## config.mk

```make
export PLATFORM = sky130hd
export DESIGN_NAME = mmio_periph_ctrl
export DESIGN_NICKNAME = d
export VERILOG_FILES = /design/src/rtl/mmio_periph_ctrl.sv
export SDC_FILE = /design/constraint.sdc
export NUM_CORES = 1
export LEC_CHECK = 0
export CAP_MARGIN = 20
export CORE_UTILIZATION = 55
export CTS_BUF_LIST = sky130_fd_sc_hd__clkbuf_16
export DETAILED_ROUTE_END_ITERATION = 8
export GPL_TIMING_DRIVEN = 1
export MAX_ROUTING_LAYER = met4
export PLACE_DENSITY = 0.86
export SLEW_MARGIN = 15
export SYNTH_ARGS = -nofsm -noshare
export SYNTH_HDL_FRONTEND = slang
export SYNTH_SLANG_ARGS = --single-unit
```

## constraint.sdc

```tcl
create_clock -name clk -period 4.6 [get_ports clk]
set_clock_uncertainty 0.05 [all_clocks]
set_input_delay 1.15 -clock clk [delete_from_list [all_inputs] [get_ports clk]]
set_output_delay 1.15 -clock clk [all_outputs]
set_load 0.05 [all_outputs]
```

## src/rtl/mmio_periph_ctrl.sv

```systemverilog
// Memory-mapped board-I/O peripheral: LEDs, debounced switches with
// sticky edge irq, square-wave tone generator and per-colour RGB PWM.
module mmio_periph_ctrl #(
  parameter logic [31:0] BASE_ADDR = 32'h0000_0000,
  parameter int          LED_W     = 16,
  parameter int          N_SW      = 19,
  parameter int          N_RGB     = 2,
  parameter int          PWM_W     = 8,
  parameter int          DEB_CYC   = 50000
) (
  input  logic                 clk,
  input  logic                 rst_n,
  input  logic [31:0]          addr,
  input  logic                 wr_en,
  input  logic [31:0]          wr_data,
  input  logic                 rd_en,
  output logic [31:0]          rd_data,
  output logic                 rd_vld,
  input  logic [N_SW-1:0]      sw_in,
  output logic [LED_W-1:0]     leds,
  output logic [3*N_RGB-1:0]   rgb,
  output logic                 sound_l,
  output logic                 sound_r,
  output logic                 irq
);

  localparam int DW = (DEB_CYC > 1) ? $clog2(DEB_CYC) : 1;
  localparam int CW = 3 * PWM_W;
  localparam logic [DW-1:0] DEB_MAX = DW'(DEB_CYC - 1);

  // Bus decode
  logic       w_hit;
  logic [7:0] w_off;
  logic       w_wr;
  logic       w_rd;
  logic       w_sel_led;
  logic       w_sel_sw;
  logic       w_sel_edge;
  logic       w_sel_irqen;
  logic       w_sel_tone;
  logic [N_RGB-1:0] w_sel_rgb;
  logic [31:0] w_rdmux;
  logic       w_unused;

  // Registers
  logic [LED_W-1:0] r_led;
  logic [N_SW-1:0]  r_sw;
  logic [N_SW-1:0]  r_edge;
  logic [N_SW-1:0]  r_irq_en;
  logic [17:0]      r_tone;
  logic [N_RGB-1:0][CW-1:0] r_rgb_sh;
  logic [N_RGB-1:0][CW-1:0] r_act;
  logic [31:0]      r_rd_data;
  logic             r_rd_vld;
  logic             r_irq;

  // Switch path
  logic [N_SW-1:0]  r_sync1;
  logic [N_SW-1:0]  r_sync2;
  logic [N_SW-1:0]  r_samp;
  logic [DW-1:0]    r_deb_cnt;
  logic             w_tick;
  logic [N_SW-1:0]  w_agree;
  logic [N_SW-1:0]  w_sw_nxt;
  logic [N_SW-1:0]  w_rise;
  logic [N_SW-1:0]  w_w1c;

  // Tone / PWM
  logic [15:0]      r_hc;
  logic             r_phase;
  logic [15:0]      w_half;
  logic             w_tone_idle;
  logic [PWM_W-1:0] r_pwm_cnt;
  logic             w_wrap;
  logic [3*N_RGB-1:0] w_rgb;

  assign w_hit       = (addr[31:8] == BASE_ADDR[31:8]);
  assign w_off       = addr[7:0];
  assign w_wr        = wr_en & w_hit;
  assign w_rd        = rd_en & w_hit;
  assign w_sel_led   = (w_off == 8'h00);
  assign w_sel_sw    = (w_off == 8'h04);
  assign w_sel_edge  = (w_off == 8'h08);
  assign w_sel_irqen = (w_off == 8'h0C);
  assign w_sel_tone  = (w_off == 8'h10);
  assign w_unused    = ^{wr_data, w_sel_sw};

  // RGB register selects, one word per LED from 0x20
  always_comb begin
    w_sel_rgb = '0;
    for (int i = 0; i < N_RGB; i++) begin
      w_sel_rgb[i] = (w_off == 8'(32 + 4 * i));
    end
  end

  // Read-back multiplexer; unimplemented bits stay 0
  always_comb begin
    w_rdmux = '0;
    unique case (1'b1)
      w_sel_led:   w_rdmux[LED_W-1:0] = r_led;
      w_sel_sw:    w_rdmux[N_SW-1:0]  = r_sw;
      w_sel_edge:  w_rdmux[N_SW-1:0]  = r_edge;
      w_sel_irqen: w_rdmux[N_SW-1:0]  = r_irq_en;
      w_sel_tone:  w_rdmux[17:0]      = r_tone;
      default: ;
    endcase
    for (int i = 0; i < N_RGB; i++) begin
      if (w_sel_rgb[i]) w_rdmux[CW-1:0] = r_rgb_sh[i];
    end
  end

  // Read response, one cycle after the strobe, zero when idle
  always_ff @(posedge clk or negedge rst_n) begin
    if (!rst_n) begin
      r_rd_vld  <= 1'b0;
      r_rd_data <= '0;
    end else begin
      r_rd_vld  <= w_rd;
      r_rd_data <= w_rd ? w_rdmux : '0;
    end
  end

  // Plain RW registers
  always_ff @(posedge clk or negedge rst_n) begin
    if (!rst_n) begin
      r_led    <= '0;
      r_irq_en <= '0;
      r_tone   <= '0;
      r_rgb_sh <= '0;
    end else if (w_wr) begin
      if (w_sel_led)   r_led    <= wr_data[LED_W-1:0];
      if (w_sel_irqen) r_irq_en <= wr_data[N_SW-1:0];
      if (w_sel_tone)  r_tone   <= wr_data[17:0];
      for (int i = 0; i < N_RGB; i++) begin
        if (w_sel_rgb[i]) r_rgb_sh[i] <= wr_data[CW-1:0];
      end
    end
  end

  assign w_tick   = (r_deb_cnt == DEB_MAX);
  assign w_agree  = ~(r_samp ^ r_sync2);
  assign w_sw_nxt = w_tick ? ((r_sw & ~w_agree) | (r_sync2 & w_agree))
                           : r_sw;
  assign w_rise   = w_sw_nxt & ~r_sw;
  assign w_w1c    = (w_wr && w_sel_edge) ? wr_data[N_SW-1:0] : '0;

  // Synchronise, then accept a bit when two tick samples agree
  always_ff @(posedge clk or negedge rst_n) begin
    if (!rst_n) begin
      r_sync1   <= '0;
      r_sync2   <= '0;
      r_samp    <= '0;
      r_deb_cnt <= '0;
      r_sw      <= '0;
    end else begin
      r_sync1 <= sw_in;
      r_sync2 <= r_sync1;
      r_sw    <= w_sw_nxt;
      if (w_tick) begin
        r_deb_cnt <= '0;
        r_samp    <= r_sync2;
      end else begin
        r_deb_cnt <= r_deb_cnt + 1'b1;
      end
    end
  end

  // Sticky rising-edge flags; a new edge wins over a W1C clear
  always_ff @(posedge clk or negedge rst_n) begin
    if (!rst_n) begin
      r_edge <= '0;
      r_irq  <= 1'b0;
    end else begin
      r_edge <= (r_edge & ~w_w1c) | w_rise;
      r_irq  <= |(r_edge & r_irq_en);
    end
  end

  assign w_half      = r_tone[15:0];
  assign w_tone_idle = (w_half == 16'd0) || !(r_tone[16] || r_tone[17]);

  // Half-period counter toggles the tone phase
  always_ff @(posedge clk or negedge rst_n) begin
    if (!rst_n) begin
      r_hc    <= '0;
      r_phase <= 1'b0;
    end else if ((w_wr && w_sel_tone) || w_tone_idle) begin
      r_hc    <= '0;
      r_phase <= 1'b0;
    end else if (r_hc == w_half - 16'd1) begin
      r_hc    <= '0;
      r_phase <= ~r_phase;
    end else begin
      r_hc <= r_hc + 16'd1;
    end
  end

  assign w_wrap = &r_pwm_cnt;

  // Free-running PWM counter; duties latch only at the wrap
  always_ff @(posedge clk or negedge rst_n) begin
    if (!rst_n) begin
      r_pwm_cnt <= '0;
      r_act     <= '0;
    end else begin
      r_pwm_cnt <= r_pwm_cnt + 1'b1;
      if (w_wrap) r_act <= r_rgb_sh;
    end
  end

  // Per-colour compare against the active duty
  always_comb begin
    w_rgb = '0;
    for (int i = 0; i < N_RGB; i++) begin
      for (int c = 0; c < 3; c++) begin
        w_rgb[3*i+c] = (r_pwm_cnt < r_act[i][c*PWM_W +: PWM_W]);
      end
    end
  end

  assign rgb     = w_rgb;
  assign leds    = r_led;
  assign sound_l = r_phase & r_tone[16];
  assign sound_r = r_phase & r_tone[17];
  assign irq     = r_irq;
  assign rd_data = r_rd_data;
  assign rd_vld  = r_rd_vld;

endmodule

```

After elaboration in Yosys (flattened, before gate mapping)
Index checks and enable logic that the tools add are counted.

Add/sub/neg operators: 4. Magnitude comparators: 6. Eq/ne operators: 8. Muxes and demuxes: 13. Bitwise operators: 17. Reduce and logical (&&, ||, !) cells: 17.

Operators with widths (number): $and 19x19->19 (5); $pmux 16 s5 (1); $not 19->19 (4); $mux 24 (3); $lt 8x8->1 (6); $mux 16 (3); $mux 19 (2); $or 19x19->19 (2); $add 16x1->16 const B (2); $logic_not 24->1 (1); $reduce_or 19->1 (1); $xor 19x19->19 (1); $eq 16x16->1 (1); $eq 16x16->1 const B (1); $eq 8x4->1 const B (2); $eq 8x6->1 const B (2); $logic_not 16->1 (1); $sub 16x1->16 const B (1); $reduce_and 2->1 (5); $add 8x1->8 const B (1); $eq 8x3->1 const B (1); $eq 8x5->1 const B (1); $logic_not 8->1 (1); $pmux 2 s4 (1); other kinds (9) (16).

Bits in registers: 311. Bits of input ports: 87. Output and inout port bits: 58. Word-level logic and storage cells: 84.

Longest topological paths before layout
Depth after elaboration: 8. Depth in mapped cells: 11.

Least setup slack after synthesis
OpenSTA, ideal clock, no wires.

Path type: register to output. Start point: register r_pwm_cnt[1]. End point: output rgb[0]. Arrival time: 1.936 ns. Data required time: 3.400 ns. Slack: 1.464 ns. Stages on the path, launching flop included: 8. Cell sequence: dfrtp_1 > ha_1 > a21o_1 > a21o_1 > a21o_1 > a21o_1 > a21oi_1 > o21a_1.

Cells in the longest elaborated chain, start to end: 1.

RTL lines: start: declaration (RTL line 73) `logic [PWM_W-1:0] r_pwm_cnt;`; start signal: assignment (RTL line 206) `r_pwm_cnt <= r_pwm_cnt + 1'b1;`; $lt 8x8->1 (RTL line 216) `w_rgb[3*i+c] = (r_pwm_cnt < r_act[i][c*PWM_W +: PWM_W]);`; end: declaration (RTL line 21) `output logic [3*N_RGB-1:0] rgb,`.

No other way between the ends.

Worst setup path in the final report
Same ends and word-level chain as after synthesis.

==> run_results.csv <==
group,metric,value,unit
run_status,outcome,"completed",
floorplanning,ios,145,
routing,detail-route-antenna-nets,0,
grt,grtUsageMet1,36.29,%
clock_tree,numCtsBuffers,31,
critical_path,critPathTopFamily,"compound AO/OA/AOI/OAI gates",
routing,drc,0,
hold_path,min_path_type,"flop to flop",
cells_and_area,nNetsFinal,1488,
grt,grt_pass1_wl,55780,um
clock_tree,htreeDepth,1,
grt,grt_util_met2,45.01,%
floorplanning,die_height,162.9,um
critical_path,crit_required,3.40,ns
clock_tree,clkLatencyLatePin,0.57,ns
synthesis,ys.flop_type,"dfrtp_1",
pwr,cellPowerDensity,317.3,nW/um2
critical_path,endpoint_kind,"output port",
clock_tree,cts_sinks,311,
flow_run,maxCapViolCount,0,
critical_path,arrival,3.32,ns
timing,post-route-period-util,98.26,%
placement,port_buffers,128,
floorplanning,core,25250,um2
synthesis,syn_inst,1219,
grt,grt_max_degree,85,
cells_and_area,layout-area-overhead-vs-synth,18.60,%
critical_path,slowest_stage,"clkdlybuf4s50_1",
critical_path,reg2reg_depth,9,
floorplanning,rows,58,
timing,fmax,0.2212,GHz
critical_path,crit_top_cell,"a21o_1",
timing,setup_tns,0,ns
timing,setup_violations,0,
cells_and_area,fillers,1793,
floorplanning,initial_core_util,56.39,%
routing,drt-vias-per-instance,5.936,
routing,totalWireLength,34730,um
timing,rsz0062_at_grt,"false",
floorplanning,die_x,162.9,um
pwr,max-vdd-ir-drop,252.1,uV
cells_and_area,final_layout_size_suffix_gt1_share,11.10,%
placement,dp_hpwl,24450,um
timing,setup_ws,0.07983,ns
critical_path,worst-path-stages,8,
cells_and_area,register_area,7782,um2
clock_tree,clk_pin_slew,0.06,ns
synthesis,synth_edf_count,0,
timing,finalHoldViolCount,0,
cells_and_area,multiInputGateArea,5963,um2
pwr,p_leak,0.008038,uW
synthesis,async_reset_ff_share,100.0,%
routing,drtPass1Iterations,5,
critical_path,setup.worst_path.start,"r_pwm_cnt[1]",
routing,drt_iter0_markers,879,
placement,place_congestion,0.9452,
grt,grt_usage,28.05,%
timing,finalMaxSlewViolations,0,
critical_path,r2r-start,"r_tone[0]",
grt,top_usage_layer,"met2",
clock_tree,cts_tree,"yes",
timing,relSlewSlack,27.46,%
timing,period_minus_slack,4.520,ns
timing,holdWs,0.2976,ns
synthesis,syn_area,14240,um2
critical_path,critPathLaunchType,"flop",
clock_tree,clockBufferDepth,3,
clock_tree,postCtsSetupBuffers,0,
clock_tree,clock-root-buffer,"clkbuf_16",
critical_path,cp_max_fo,10,
critical_path,path_buf_inv,1,
critical_path,path_class,"flop to output port",
hold_path,holdCritStartpoint,"r_sync1[17]",
hold_path,min_path_cells,0,
synthesis,synth.avg_cell_area,11.68,um2
routing,wire_per_inst,20.32,um
synthesis,ys_seq_area_share,54.65,%
synthesis,ys_types,65,
critical_path,reg2reg_slack,1.19,ns
floorplanning,die_area,26540,um2
critical_path,cp_cell_sequence,"ha_1 > a21o_1 > a21o_1 > a21o_1 > a21o_1 > a21oi_1 > o21a_1 > clkdlybuf4s50_1",
synthesis,synth_warnings,0,
placement,place_ws,0.5850,ns
grt,grt_pass1_vias,10410,
grt,overflow,0,
grt,antenna_found_initial,1,
timing,worst_slew_pin_slew,1.088,ns
grt,met3_usage,3.896,%
synthesis,ys_ff_latch,311,
critical_path,crit_path_max_incr_delay,0.80,ns
routing,via_count,10150,
[power by group]
part           switching [uW]  leakage, uW  internal [uW]  total, uW
clock network            1060     0.000502           1340       2400
registers                6.32      0.00421           2750       2760
logic                     120      0.00332           76.0        196
total                    1190      0.00804           4170       5360
[registers in the layout, indices dropped and copies added, names as in the netlist]
signal     flops
r_hc          16
r_act         48
r_sw          19
r_pwm_cnt      8
r_sync1       19
r_sync2       19
r_rgb_sh      48
r_edge        19
r_phase        1
leds          16
rd_vld         1
r_samp        19
r_tone        18
r_irq_en      19
rd_data       24
irq            1
r_deb_cnt     16
[per-stage QoR]
stage	power [uW]	area, um2	cells	util, %
2_1_floorplan	2851	14270	1226	-
6_report	5358	16890	1709	66.88
5_1_grt	5532	16890	1709	66.88
3_3_place_gp	3002	15910	1652	63.01
3_5_place_dp	3006	15910	1652	63.01
4_1_cts	5399	16880	1708	66.83
[layout make-up]
class | count | area share, %
inverter | 70 | 1.556
timing repair buffer | 152 | 8.890
multi-input combinational | 789 | 35.31
clock inverter | 25 | 1.119
sequential | 311 | 46.08
clock buffer | 31 | 4.593
antenna | 1 | 0.01482
tap | 330 | 2.445
[synthesized netlist by cell type, drive strengths merged, types with 2 or more instances]
library cell | count | area share [%]
dfrtp | 311 | 55
mux2 | 156 | 12
nor2 | 82 | 2.3
nand2 | 76 | 2.0
inv | 70 | 1.8
o21ai | 59 | 2.1
ha | 46 | 4.0
a21oi | 45 | 1.6
a21o | 42 | 2.2
clkbuf | 31 | 0.82
xnor2 | 27 | 1.7
nand3 | 26 | 0.91
and2 | 25 | 1.1
buf | 25 | 1.1
xor2 | 23 | 1.4
a22oi | 21 | 1.1
a32o | 19 | 1.3
nand2b | 11 | 0.48
nor3 | 11 | 0.50
a221oi | 10 | 0.61
and3 | 10 | 0.44
o22ai | 10 | 0.44
mux2i | 9 | 0.63
nor2b | 8 | 0.35
nor4 | 8 | 0.54
o21a | 8 | 0.42
a222oi | 7 | 0.49
nand4 | 6 | 0.26
a2111oi | 3 | 0.27
a211oi | 3 | 0.19
a22o | 3 | 0.18
or3 | 3 | 0.17
or4 | 3 | 0.16
a21boi | 2 | 0.11
a311oi | 2 | 0.12
nor3b | 2 | 0.11
nor4b | 2 | 0.12
[per-layer routing]
metal  vias up  routed length [um]
li1       4582                   -
met5         -                   0
met1      5071               14300
met4         0                1431
met3        94                2214
met2       398               16790
[placed cells by master, fill, tap and decap left out, types with 27 or more instances in the layout]
master / instances
a21o_1: 42
a21oi_1: 45
clkbuf_16: 31
clkdlybuf4s50_1: 123
dfrtp_1: 311
ha_1: 46
inv_1: 76
mux2_1: 98
mux2_2: 58
nand2_1: 76
nor2_1: 71
o21ai_0: 55
xnor2_1: 27
[worst paths after layout]
| path | end |
|---|---|
| hold / removal | r_sync2[17] |
| setup reg to reg | r_hc[4] |
| max in group asynchronous | r_deb_cnt[8] |
| setup / recovery | rgb[0] |
| hold reg to reg | r_sync2[17] |
| min in group asynchronous | r_tone[7] |
[cells by family (layout without fill, tap and decap cells)]
logic type | Yosys count | count (layout) | share of synthesized area (%)
flip-flops | 311 | 311 | 54.65
AND/OR/NAND/NOR | 277 | 277 | 9.761
AO/OA/AOI/OAI | 243 | 243 | 11.71
multiplexers | 165 | 165 | 12.97
buffers and inverters | 126 | 278 | 3.769
XOR/XNOR | 50 | 50 | 3.075
adder cells (fa/ha/maj) | 46 | 46 | 4.041
other | 1 | 9 | 0.02633
[repair_timing]
| item | CTS | global route |
|---|---|---|
| gates resized for setup | 0 | 4 |
| endpoints found under the hold margin | 0 | 0 |
| hold buffers | 0 | 0 |
| endpoints found under the setup margin | 0 | 4 |
Power figures use the tool's default switching activity.
